==> config.mk <==
export PLATFORM = sky130hd
export DESIGN_NAME = cache_ctrl_flat
export DESIGN_NICKNAME = d
export VERILOG_FILES = /design/src/rtl/cache_ctrl_if.sv /design/src/rtl/cache_ctrl.sv /design/src/flat_wrapper.sv
export SDC_FILE = /design/constraint.sdc
export NUM_CORES = 1
export LEC_CHECK = 0
export ABC_AREA = 1
export ABC_CLOCK_PERIOD_IN_PS = 5600
export BUFFER_PORTS_ARGS = -buffer_cell sky130_fd_sc_hd__buf_2
export CAP_MARGIN = 20
export CELL_PAD_IN_SITES_DETAIL_PLACEMENT = 1
export CELL_PAD_IN_SITES_GLOBAL_PLACEMENT = 2
export CORE_MARGIN = 3
export CORE_UTILIZATION = 43
export CTS_CLUSTER_SIZE = 40
export DETAILED_ROUTE_END_ITERATION = 8
export PLACE_DENSITY = 0.84
export SETUP_SLACK_MARGIN = 0.3
export SYNTH_ARGS = -nofsm -noshare
export SYNTH_HDL_FRONTEND = slang
export SYNTH_SLANG_ARGS = --single-unit
==> constraint.sdc <==
create_clock -name clk -period 5.6 [get_ports clk]
set_input_delay 0.84 -clock clk [delete_from_list [all_inputs] [get_ports clk]]
set_output_delay 0.84 -clock clk [all_outputs]
set_load 0.005 [all_outputs]
==> src/rtl/cache_ctrl_if.sv <==
// cache_ctrl_if: bundles the processor-side request/response signals, the
// memory-side req/ack port and the performance counters of cache_ctrl.
//   slave  modport : used by cache_ctrl
//   master modport : used by the processor/memory side (or a testbench)
// Processor side : valid, rw, address_cache, data_wr, flush -> hit, gnt, data_rd
// Memory side    : mem_req, mem_we, mem_addr, mem_wdata -> mem_rdata, mem_ack
// Counters       : hit_count, miss_count
interface cache_ctrl_if #(
  parameter int ADDR_W = 12,
  parameter int DATA_W = 8
);
  logic              valid;
  logic              rw;
  logic [ADDR_W-1:0] address_cache;
  logic [DATA_W-1:0] data_wr;
  logic              flush;
  logic              hit;
  logic              gnt;
  logic [DATA_W-1:0] data_rd;
  logic              mem_req;
  logic              mem_we;
  logic [ADDR_W-1:0] mem_addr;
  logic [DATA_W-1:0] mem_wdata;
  logic [DATA_W-1:0] mem_rdata;
  logic              mem_ack;
  logic [15:0]       hit_count;
  logic [15:0]       miss_count;

  modport slave (
    input  valid, rw, address_cache, data_wr, flush, mem_rdata, mem_ack,
    output hit, gnt, data_rd, mem_req, mem_we, mem_addr, mem_wdata,
           hit_count, miss_count
  );

  modport master (
    output valid, rw, address_cache, data_wr, flush, mem_rdata, mem_ack,
    input  hit, gnt, data_rd, mem_req, mem_we, mem_addr, mem_wdata,
           hit_count, miss_count
  );
endinterface

==> src/rtl/cache_ctrl.sv <==
// cache_ctrl: direct-mapped, write-through, no-write-allocate data cache
// controller, one DATA_W-wide word per line.
// Ports:
//   clk  - single clock, all state changes on posedge
//   rst  - asynchronous active-low reset
//   bus  - cache_ctrl_if.slave: processor request/response, memory req/ack
//          port and 16-bit saturating hit/miss counters
//
// state  | meaning
// IDLE   | waiting for a request; flush handled here
// LOOKUP | tag compare, counters updated, store-hit line update
// FILL   | load miss: memory read until mem_ack, then line refill
// WRITE  | store (hit or miss): memory write until mem_ack
// RESP   | one-cycle gnt with hit flag and load data
module cache_ctrl #(
  parameter int ADDR_W  = 12,
  parameter int INDEX_W = 4,
  parameter int DATA_W  = 8
) (
  input  logic            clk,
  input  logic            rst,
  cache_ctrl_if.slave     bus
);
  localparam int LINES = 1 << INDEX_W;
  localparam int TAG_W = ADDR_W - INDEX_W;

  localparam logic [2:0] S_IDLE   = 3'd0;
  localparam logic [2:0] S_LOOKUP = 3'd1;
  localparam logic [2:0] S_FILL   = 3'd2;
  localparam logic [2:0] S_WRITE  = 3'd3;
  localparam logic [2:0] S_RESP   = 3'd4;

  logic [2:0]        state;
  logic              rw_q;
  logic [ADDR_W-1:0] addr_q;
  logic [DATA_W-1:0] wdata_q;
  logic [DATA_W-1:0] data_q;
  logic              hit_q;
  logic [15:0]       hit_cnt_q;
  logic [15:0]       miss_cnt_q;
  logic [LINES-1:0]  line_valid;
  logic [TAG_W-1:0]  tag_arr  [LINES];
  logic [DATA_W-1:0] data_arr [LINES];

  logic [INDEX_W-1:0] index;
  logic [TAG_W-1:0]   tag;
  logic               lookup_hit;

  assign index      = addr_q[INDEX_W-1:0];
  assign tag        = addr_q[ADDR_W-1:INDEX_W];
  assign lookup_hit = line_valid[index] && (tag_arr[index] == tag);

  always_ff @(posedge clk or negedge rst) begin
    if (!rst) begin
      state      <= S_IDLE;
      rw_q       <= 1'b0;
      addr_q     <= '0;
      wdata_q    <= '0;
      data_q     <= '0;
      hit_q      <= 1'b0;
      hit_cnt_q  <= '0;
      miss_cnt_q <= '0;
      line_valid <= '0;
    end else begin
      case (state)
        S_IDLE: begin
          if (bus.flush) begin
            line_valid <= '0;
          end else if (bus.valid) begin
            rw_q    <= bus.rw;
            addr_q  <= bus.address_cache;
            wdata_q <= bus.data_wr;
            state   <= S_LOOKUP;
          end
        end
        S_LOOKUP: begin
          hit_q <= lookup_hit;
          if (lookup_hit) begin
            if (hit_cnt_q != 16'hFFFF) hit_cnt_q <= hit_cnt_q + 16'd1;
          end else begin
            if (miss_cnt_q != 16'hFFFF) miss_cnt_q <= miss_cnt_q + 16'd1;
          end
          if (!rw_q) begin
            state <= S_WRITE;
          end else if (lookup_hit) begin
            data_q <= data_arr[index];
            state  <= S_RESP;
          end else begin
            state <= S_FILL;
          end
        end
        S_FILL: begin
          if (bus.mem_ack) begin
            line_valid[index] <= 1'b1;
            data_q            <= bus.mem_rdata;
            state             <= S_RESP;
          end
        end
        S_WRITE: begin
          if (bus.mem_ack) state <= S_RESP;
        end
        S_RESP:  state <= S_IDLE;
        default: state <= S_IDLE;
      endcase
    end
  end

  // Tag/data storage carries no reset; line_valid alone qualifies it.
  always_ff @(posedge clk) begin
    if (state == S_LOOKUP && !rw_q && lookup_hit) begin
      data_arr[index] <= wdata_q;
    end else if (state == S_FILL && bus.mem_ack) begin
      data_arr[index] <= bus.mem_rdata;
      tag_arr[index]  <= tag;
    end
  end

  // Outputs decode from state/registers only, so reset drops mem_req at once.
  assign bus.gnt        = (state == S_RESP);
  assign bus.hit        = (state == S_RESP) && hit_q;
  assign bus.data_rd    = data_q;
  assign bus.mem_req    = (state == S_FILL) || (state == S_WRITE);
  assign bus.mem_we     = (state == S_WRITE);
  assign bus.mem_addr   = ((state == S_FILL) || (state == S_WRITE)) ? addr_q : '0;
  assign bus.mem_wdata  = (state == S_WRITE) ? wdata_q : '0;
  assign bus.hit_count  = hit_cnt_q;
  assign bus.miss_count = miss_cnt_q;
endmodule

==> src/flat_wrapper.sv <==
// flat-port wrapper written by rule: the top's interface ports become plain ports
module cache_ctrl_flat 
#(
  parameter int ADDR_W  = 12,
  parameter int INDEX_W = 4,
  parameter int DATA_W  = 8
)
  (clk, rst, bus_valid, bus_rw, bus_address_cache, bus_data_wr, bus_flush, bus_mem_rdata, bus_mem_ack, bus_hit, bus_gnt, bus_data_rd, bus_mem_req, bus_mem_we, bus_mem_addr, bus_mem_wdata, bus_hit_count, bus_miss_count);
  cache_ctrl_if #(.ADDR_W(ADDR_W), .DATA_W(DATA_W)) bus_i ();
  input  logic clk;
  input  logic rst;
  input wire logic [$bits(bus_i.valid)-1:0] bus_valid;
  input wire logic [$bits(bus_i.rw)-1:0] bus_rw;
  input wire logic [$bits(bus_i.address_cache)-1:0] bus_address_cache;
  input wire logic [$bits(bus_i.data_wr)-1:0] bus_data_wr;
  input wire logic [$bits(bus_i.flush)-1:0] bus_flush;
  input wire logic [$bits(bus_i.mem_rdata)-1:0] bus_mem_rdata;
  input wire logic [$bits(bus_i.mem_ack)-1:0] bus_mem_ack;
  output wire logic [$bits(bus_i.hit)-1:0] bus_hit;
  output wire logic [$bits(bus_i.gnt)-1:0] bus_gnt;
  output wire logic [$bits(bus_i.data_rd)-1:0] bus_data_rd;
  output wire logic [$bits(bus_i.mem_req)-1:0] bus_mem_req;
  output wire logic [$bits(bus_i.mem_we)-1:0] bus_mem_we;
  output wire logic [$bits(bus_i.mem_addr)-1:0] bus_mem_addr;
  output wire logic [$bits(bus_i.mem_wdata)-1:0] bus_mem_wdata;
  output wire logic [$bits(bus_i.hit_count)-1:0] bus_hit_count;
  output wire logic [$bits(bus_i.miss_count)-1:0] bus_miss_count;
  assign bus_i.valid = bus_valid;
  assign bus_i.rw = bus_rw;
  assign bus_i.address_cache = bus_address_cache;
  assign bus_i.data_wr = bus_data_wr;
  assign bus_i.flush = bus_flush;
  assign bus_i.mem_rdata = bus_mem_rdata;
  assign bus_i.mem_ack = bus_mem_ack;
  assign bus_hit = bus_i.hit;
  assign bus_gnt = bus_i.gnt;
  assign bus_data_rd = bus_i.data_rd;
  assign bus_mem_req = bus_i.mem_req;
  assign bus_mem_we = bus_i.mem_we;
  assign bus_mem_addr = bus_i.mem_addr;
  assign bus_mem_wdata = bus_i.mem_wdata;
  assign bus_hit_count = bus_i.hit_count;
  assign bus_miss_count = bus_i.miss_count;
  cache_ctrl #(.ADDR_W(ADDR_W), .INDEX_W(INDEX_W), .DATA_W(DATA_W)) u_core (.clk(clk), .rst(rst), .bus(bus_i));
endmodule
==> impl_results.md <==
* Fillers at 3,625
* Syn nets at 1,450
* Skew final at 0.0265 ns
* Max clock buf depth at 3
* Top cell type's share of synthesized area at 0.525
* DRC errors left at 0
* # rows at 66
* Fmax at 231 MHz
* Pre-CTS setup slack at 1.22 ns
* Antenna Nets Post-Route at 0
* Initial antenna violation count at 1
* WP data arrival at 4.49 ns
* RSZ-0062 raised after global routing: no
* Rel. slew slack at 0.327
* Gp weighted congestion at 0.864
* First-pass GRT wire length at 66.4 mm
* Cell count after synthesis at 1,414
* Max-cap viol count at 0
* Synth area leaders: edfxtp_1, dfrtp_1, nand2_1
* Final setup fails at 0
* DR vias at 10,700
* Die area at 36,300 um^2
* Area leader, netlist: edfxtp_1
* Cell variety after synth at 35
* Min Tclk post-route at 4.33 ns
* Setup TNS Final at 0 ns
* CP max FO at 40
* 1st-iter DRT viols at 694
* Dpl hpwl at 29.4 mm
* Fin nets at 1,540
* Post-CTS Resized at 0
* Crit. End Element: flip-flop
* CP max stage delay at 0.90 ns
* Critical path type: reg -> reg
* Hold Violations, Final at 0
* Overflow after GRT at 0
* Area growth syn-to-layout at 14.0%
* Postcts setup bufs at 0
* CTS Hold Bufs at 0
* Pwr dens at 519 nW/um^2
* CTS Buf Count at 38
* Largest net degree at the start of global routing at 72
* H-tree levels at 2
* Period utilization at 0.773
* Worst hold slack at 0.145 ns
* Ys async rst share at 0.240
* Number of global-route vias before repair at 11,100
* Tightest Pin Transition at 1.01 ns
* Primary FF master, synth: edfxtp_1
* Crit path launch type: flip-flop
* Clock-pin transition on the worst setup and hold timing paths at 0.06 ns
* Mean Syn Cell Area at 10.4 um^2
* CTS root buffer: clkbuf_16
* Synth Register Bits at 337
* Pleak at 0.00678 uW
* Setup WS post-layout at 1.27 ns
* Count of pins over their slew limit at 0
* CTS tree: done
* Number of top-level pins at 98
* PortBufs at 97
* # clock sinks at 337
* Crit-path cells: inv_4 -> nor2_4 -> buf_4 -> a22oi_1 -> nand2_1 -> nand2_1 -> nand2_1 -> inv_1 -> nand2_2 -> nand3_2 -> a21oi_1
* Gr usage total at 0.242
* N_diodes at 0
* Post-synth top cells: nand2_1, edfxtp_1, nor2_1
* Seq/Total Area, Yosys at 0.663
* Most frequent cell after synthesis: nand2_1
* Synth warn at 0
* Most used cell, CP: nand2_1
* Vias per inst at 5.41
* Fin util at 0.505
* Initial Utilization at 0.443
* Maximum vdd drop at 0.000314 V
* Hold Crit Class: in -> async
* Req. time, crit path at 5.76 ns
* Wire length per cell at 22.0 um
* Routed WL at 43.4 mm
* Die Span Y at 191 um
* Die Wd at 191 um
* Worst-Skew Late Latency at 0.55 ns
* EDFF count, synth at 256
* TritonRoute pass-1 iters at 6
* Post-synthesis cell area at 14,600 um^2
* Core Area at 33,000 um^2
* Outcome: finished clean
* Critical path's slowest cell: dfrtp_1
* Ratio of cells with drive above 1 in the final layout at 0.123
power breakdown:
part           internal [uW]  switching, uW
sequential              3180            313
clock                   1400           1000
combinational            751           2000
total                   5340           3320
through the flow:
step / std cells / power [uW] / cell area (um^2)
floorplan: 1414 / 5170 / 14600
global placement: 1906 / 6250 / 15500
detailed placement: 1906 / 6330 / 15500
CTS: 1973 / 8750 / 16700
global route: 1973 / 9170 / 16700
finish: 1973 / 8660 / 16700
final cells by class:
type | count | area [um^2] | area share
Sequential cell | 337 | 9720 | 0.582
Clock inverter | 21 | 194 | 0.0116
Tap cell | 442 | 553 | 0.0331
Inverter | 68 | 260 | 0.0156
Multi-Input combinational cell | 941 | 4330 | 0.260
Timing Repair Buffer | 118 | 646 | 0.0387
Clock buffer | 46 | 991 | 0.0594
routing by layer:
| metal | GRT usage | vias to the layer above | part of all wire |
|---|---|---|---|
| met3 | 0.0369 | 82 | 0.049 |
| met4 | 0.0827 | 2 | 0.032 |
| met1 | 0.315 | 5333 | 0.42 |
| li1 | - | 4989 | - |
| met5 | 0 | - | 0.00025 |
| met2 | 0.415 | 276 | 0.50 |
cells in the final DEF (no fill, tap or decap), types with 2 or more instances in the layout:
cell       instances
buf_4             22
dfrtp_1           80
ha_1               2
nor2_2             2
xnor2_1           12
clkinv_2           7
edfxtp_1         256
nor4_1             3
nor2_4             2
inv_1             62
clkbuf_1           7
o21ai_0           42
nand2_2            3
clkbuf_16         38
buf_2             96
o21ai_1           15
inv_4              2
inv_2              2
a22oi_1           71
nand4_1           14
a21oi_1           55
nor3_1            13
a41oi_1            8
nand3_1           42
nand3_2            2
clkinv_1           9
inv_6              3
nand2_1          517
bufinv_16          3
xor2_1            16
nor2_1           116
worst max-delay path: cells and delay by family (launching register included):
family | cells | cell delay (ns)
AND/OR/NAND/NOR | 6 | 1.17
AO/OA/AOI/OAI | 2 | 0.96
buffers and inverters | 3 | 0.90
flip-flops | 1 | 0.90
sequential cells by signal, summed over array words and instances, names as in the netlist:
signal                 count
u_core.state               3
u_core.rw_q                1
u_core.hit_q               1
u_core.addr_q             12
u_core.bus.miss_count     16
u_core.tag_arr           128
u_core.line_valid         16
u_core.bus.data_rd         8
u_core.data_arr          128
u_core.bus.hit_count      16
u_core.wdata_q             8
kinds of logic (layout without fill, tap and decap cells):
| group | after synthesis | after routing | synth area share |
|---|---|---|---|
| compound gates | 193 | 193 | 0.0808 |
| xor+xnor | 28 | 28 | 0.0167 |
| fa+ha+maj | 2 | 2 | 0.00171 |
| buf+inv | 136 | 253 | 0.0416 |
| flops | 337 | 337 | 0.663 |
| mux | 1 | 1 | 0.000769 |
| simple gates | 717 | 717 | 0.195 |
final timing paths:
kind	start	end	slack [ns]	depth (start not counted)
max	u_core.addr_q[1]	u_core.data_arr[14][6]	1.27	11
min	rst	u_core.bus.hit_count[1]	0.14	1
max reg2reg	u_core.addr_q[1]	u_core.data_arr[14][6]	1.27	11
min reg2reg	u_core.bus.data_rd[7]	u_core.bus.data_rd[7]	0.48	2
max in group asynchronous	rst	u_core.bus.data_rd[4]	4.29	2
min in group clk	u_core.bus.data_rd[7]	u_core.bus.data_rd[7]	0.48	2
Note: power is estimated with default switching activity, not from simulation.
